`config.mk`:
```
export PLATFORM = sky130hd
export DESIGN_NAME = alu_mul_sequencer
export DESIGN_NICKNAME = d
export VERILOG_FILES = /design/src/rtl/alu_mul_sequencer_pkg.sv /design/src/rtl/alu_mul_sequencer.sv
export SDC_FILE = /design/constraint.sdc
export NUM_CORES = 1
export LEC_CHECK = 0
export ABC_AREA = 0
export ABC_CLOCK_PERIOD_IN_PS = 1800
export CAP_MARGIN = 20
export CORE_MARGIN = 3
export CORE_UTILIZATION = 35
export CTS_BUF_LIST = sky130_fd_sc_hd__clkbuf_16
export CTS_CLUSTER_DIAMETER = 50
export DETAILED_ROUTE_END_ITERATION = 10
export PLACE_DENSITY_LB_ADDON = 0.25
export SYNTH_ARGS = -nofsm -noshare
export SYNTH_HDL_FRONTEND = slang
export SYNTH_SLANG_ARGS = --single-unit
```
`constraint.sdc`:
```
create_clock -name clk -period 1.8 [get_ports clk]
set_clock_uncertainty 0.05 [all_clocks]
set_input_delay 0.18 -clock clk [delete_from_list [all_inputs] [get_ports clk]]
set_output_delay 0.18 -clock clk [all_outputs]
set_load 0.1 [all_outputs]
```
`src/rtl/alu_mul_sequencer_pkg.sv`:
```
// Shared definitions for the shift-and-add multiplier that drives the 16-bit ALU port.
// Holds the ALU opcode constants and the sequencer state encoding.
package alu_mul_sequencer_pkg;

    localparam logic [1:0] ALU_ADD = 2'b00;
    localparam logic [1:0] ALU_SUB = 2'b01;
    localparam logic [1:0] ALU_AND = 2'b10;
    localparam logic [1:0] ALU_NOT = 2'b11;

    typedef enum logic [2:0] {
        IDLE  = 3'd0,
        TEST  = 3'd1,
        ADD   = 3'd2,
        SHIFT = 3'd3,
        DONE  = 3'd4
    } state_t;

endpackage

```
`src/rtl/alu_mul_sequencer.sv`:
```
// Multi-cycle unsigned multiplier (low WIDTH bits of a*b) that borrows the external ALU
// for every bit-test and every addition; shifting and counting stay local.
module alu_mul_sequencer
    import alu_mul_sequencer_pkg::*;
#(
    parameter int WIDTH = 16
) (
    input  logic             clk,
    input  logic             rst_n,
    input  logic             start,
    input  logic [WIDTH-1:0] a,
    input  logic [WIDTH-1:0] b,
    output logic             busy,
    output logic             done,
    output logic [WIDTH-1:0] product,
    output logic [WIDTH-1:0] alu_a,
    output logic [WIDTH-1:0] alu_b,
    output logic [1:0]       alu_op,
    input  logic [WIDTH-1:0] alu_out,
    input  logic             alu_zero
);

    localparam int CW = $clog2(WIDTH);

    state_t           state;
    logic [WIDTH-1:0] acc;
    logic [WIDTH-1:0] mcand;
    logic [WIDTH-1:0] mplier;
    logic [CW-1:0]    cnt;
    logic [WIDTH-1:0] mplier_shr;

    assign mplier_shr = mplier >> 1;

    // NOTE: all state below is updated with non-blocking assignments so every register
    // samples the pre-edge values of the others, regardless of statement order.
    always_ff @(posedge clk or negedge rst_n) begin
        if (!rst_n) begin
            state   <= IDLE;
            acc     <= '0;
            mcand   <= '0;
            mplier  <= '0;
            cnt     <= '0;
            product <= '0;
            busy    <= 1'b0;
            done    <= 1'b0;
        end else begin
            case (state)
                IDLE: begin
                    if (start) begin
                        acc    <= '0;
                        mcand  <= a;
                        mplier <= b;
                        cnt    <= '0;
                        busy   <= 1'b1;
                        state  <= TEST;
                    end
                end
                // alu_zero is high when the ALU result is non-zero, i.e. the tested bit is set
                TEST: state <= alu_zero ? ADD : SHIFT;
                ADD: begin
                    acc   <= alu_out;
                    state <= SHIFT;
                end
                SHIFT: begin
                    mcand  <= mcand << 1;
                    mplier <= mplier_shr;
                    cnt    <= cnt + 1'b1;
                    if (mplier_shr == '0 || cnt == CW'(WIDTH - 1)) begin
                        done  <= 1'b1;
                        state <= DONE;
                    end else begin
                        state <= TEST;
                    end
                end
                DONE: begin
                    product <= acc;
                    done    <= 1'b0;
                    busy    <= 1'b0;
                    state   <= IDLE;
                end
                default: begin
                    done  <= 1'b0;
                    busy  <= 1'b0;
                    state <= IDLE;
                end
            endcase
        end
    end

    // NOTE: defaults first so every path assigns every output and no latch is inferred.
    always_comb begin
        alu_a  = '0;
        alu_b  = '0;
        alu_op = ALU_ADD;
        case (state)
            TEST: begin
                alu_a  = mplier;
                alu_b  = WIDTH'(1);
                alu_op = ALU_AND;
            end
            ADD: begin
                alu_a  = acc;
                alu_b  = mcand;
                alu_op = ALU_ADD;
            end
            default: ;
        endcase
    end

endmodule

```
==> metrics.yaml <==
multi_input_area_um2: 1545
num-fill-cells: 766
die_x_um: 104.1
routed-via-count: 2713
share_of_synthesized_area_occupied_by_flip_flops_and_latches_pct: 54.28
clkSlewWorstSetupHoldPaths_ns: 0.06
cts_tree: "done"
antenna_violations_before_repair: 0
critical_path.cell_chain: "nor3b_4 > buf_4 > buf_12 > a22o_2 > buf_12"
critical_path.slowest_cell: "sky130_fd_sc_hd__dfrtp_2"
crit_required_ns: 1.57
detail_route.iter0.violations: 107
path_class: "flip-flop to output port"
cap_violations: 0
yosys.cell_types.count: 32
ys_seq_elements: 73
peakVddDrop_mv: 1.369
floorplan.initialDensity_pct: 36.25
status: "finished, violations left"
rows: 35
floorplan.die_area_um2: 10830
clock_sinks: 73
unrepaired_setup_endpoints_after_global_routing: "true"
cp_max_fo: 17
grt_first_pass_wirelength_mm: 15.06
total_power_mw: 11.04
timing.critical_path.buf_inv: 3
power.density_cell_area_nw_per_um2: 1989
clk-insertion-delay-late_ns: 0.34
netlist_instances: 290
place.detailed.hpwl_mm: 6.236
arrival_time_at_the_worst_endpoint_ns: 1.70
setup_viol: 32
post-route-period-util_pct: 107.4
setup.worst_path.start_class: "flip-flop"
finish.utilization_pct: 59.78
syn_area_um2: 3366
wl_mm: 9.349
cts_inserted_buffers: 9
failed_checks: "negative setup slack"
grt_max_degree: 43
h-tree-depth: 3
grt_use_total_pct: 17.49
final.setup.worst_slack_ns: -0.1332
diode_count: 0
routability_cong: 0.7703
number_of_global_route_vias_before_repair: 2842
antenna_left: 0
critPathMostFrequentCell: "sky130_fd_sc_hd__buf_12"
finalCriticalPeriod_ns: 1.933
design.portCount: 104
synthArstFlopShare_pct: 100.0
remaining_drc_errors: 0
detail_route.first_pass.iterations: 4
layout.area.seq_um2: 1831
final_hold_viol_count: 0
yosys_warnings: 0
cts_root_buffer: "sky130_fd_sc_hd__clkbuf_16"
total_congestion_overflow_after_global_routing: 0
syn_nets: 343
fp.coreArea_um2: 9284
design.final.nets: 464
synth_ff_type: "sky130_fd_sc_hd__dfrtp_1"
avgRoutedWirePerCell_um: 17.15
number_of_pins_exceeding_their_max_slew_limit_in_the_final_report: 0
achievable-frequency_mhz: 517.3
die_h_um: 104.1
vias_per_cell: 4.978
syn_area_per_cell_um2: 11.61
path_type_of_the_worst_min_delay_path: "input pin to async pin"
drive_gt1_share_pct: 37.74
power.leakage_nw: 2.454
slowest_delay_ns: 0.45
cts-root-to-sink-buffers: 2
cpLargestDelayFamily: "buffers and inverters"
hold_slack_ns: 0.2752
place.port_buffers: 102
synth-edff-count: 0
endpoint_kind: "output port"
syn2layout_area_growth_pct: 64.91
-- through the flow --
stage               setup slack (ns)  area (um^2)  std cells  setup TNS [ns]
global placement             0.06908         4959        512               0
finish                       -0.1332         5550        545          -3.269
CTS                          -0.1146         5406        537          -2.967
detailed placement           0.05899         4959        512               0
floorplan                    -0.1969         3447        290          -1.161
global route                 -0.1890         5550        545          -6.257
-- sequential cells by signal, summed over array words and instances, names as in the netlist --
name / flops
acc: 16
busy: 1
cnt: 4
done: 1
mcand: 16
mplier: 16
product: 16
state: 3
-- synthesized netlist by cell type, drive strengths merged (2+ instances only) --
master,instances,area (um^2)
nand3,2,10.01
a21o,2,15.01
mux2i,32,320.3
and2,17,106.4
nor3b,2,25.02
clkbuf,5,18.77
buf,17,117.6
nand2,32,120.1
a22o,33,289.0
nor3,4,31.28
o21ai,35,175.2
nor2,6,25.03
nor4,3,18.77
mux2,16,180.2
dfrtp,73,1827
-- path summary, 6_finish.rpt --
check                      slack, ns  cells after the start        end       start
setup / recovery               -0.13                      5   alu_a[7]    state[1]
hold / removal                  0.28                      2     acc[2]       rst_n
setup reg to reg                0.01                      7    acc[14]    state[2]
hold reg to reg                 0.45                      2  mcand[10]    mcand[9]
max in group asynchronous       0.84                      3   mcand[6]       rst_n
min in group clk                0.40                      2     acc[5]  alu_out[5]
-- worst register-to-register path, delay by kind of cell (launching register included) --
| family | cells | cell delay, ns |
|---|---|---|
| DFF | 1 | 0.46 |
| buffers and inverters | 4 | 0.62 |
| and+or+nand+nor | 2 | 0.36 |
| AOI/OAI and AO/OA | 1 | 0.19 |
-- layout make-up --
class,count,area share [%]
Inverter,1,0.06763
Clock inverter,7,1.849
Sequential cell,73,32.98
Multi-Input combinational cell,194,27.84
Clock buffer,9,4.058
Timing Repair Buffer,132,30.30
Tap cell,129,2.908
-- cells in the final DEF (no fill, tap or decap), types with 2 or more instances in the layout --
| master | instances |
|---|---|
| sky130_fd_sc_hd__mux2i_1 | 31 |
| sky130_fd_sc_hd__a22o_1 | 17 |
| sky130_fd_sc_hd__clkdlybuf4s50_1 | 50 |
| sky130_fd_sc_hd__and2_4 | 10 |
| sky130_fd_sc_hd__clkinv_4 | 2 |
| sky130_fd_sc_hd__a22o_4 | 9 |
| sky130_fd_sc_hd__nor4_1 | 3 |
| sky130_fd_sc_hd__o21ai_0 | 6 |
| sky130_fd_sc_hd__buf_4 | 35 |
| sky130_fd_sc_hd__nor3_1 | 3 |
| sky130_fd_sc_hd__clkbuf_16 | 11 |
| sky130_fd_sc_hd__nand3_1 | 2 |
| sky130_fd_sc_hd__nand2_1 | 32 |
| sky130_fd_sc_hd__a22o_2 | 7 |
| sky130_fd_sc_hd__dfrtp_1 | 70 |
| sky130_fd_sc_hd__mux2_2 | 16 |
| sky130_fd_sc_hd__nor2_1 | 5 |
| sky130_fd_sc_hd__buf_6 | 4 |
| sky130_fd_sc_hd__nor3b_4 | 2 |
| sky130_fd_sc_hd__dfrtp_2 | 3 |
| sky130_fd_sc_hd__bufinv_16 | 2 |
| sky130_fd_sc_hd__buf_12 | 39 |
| sky130_fd_sc_hd__and2_2 | 5 |
| sky130_fd_sc_hd__o21ai_1 | 29 |
-- what timing repair did --
action / CTS / global route
gates cloned: 2 / 2
setup buffers: 6 / 6
resized for setup: 8 / 10
endpoints found under the setup margin: 33 / 38
pin swaps: 2 / 2
hold buffers: 1 / 0
hold endpoints to repair: 31 / 0
-- power breakdown --
group          internal (mW)  leakage (nW)  switching, mW  total, mW
Sequential              2.22         0.949          0.548       2.77
Clock                   1.23         0.162          0.736       1.97
Combinational           2.51          1.34           3.79       6.30
-- logic make-up after synthesis --
kind of cell / Yosys count / share of synthesized area (%)
flip-flops: 73 / 54.28
multiplexers: 48 / 14.87
AND/OR/NAND/NOR: 71 / 11.30
AO/OA/AOI/OAI: 73 / 14.91
buffers and inverters: 23 / 4.163
other: 1 / 0.1114
adder cells (fa/ha/maj): 1 / 0.3717
-- routing by layer --
layer / up-vias / track usage [%] / wire length, um
met3: 17 / 4.531 / 465
met1: 1348 / 23.26 / 4185
li1: 1286 / - / -
met2: 62 / 27.81 / 4549
met5: - / 0 / 0
met4: 0 / 5.983 / 149
Note: power is estimated with default switching activity, not from simulation.
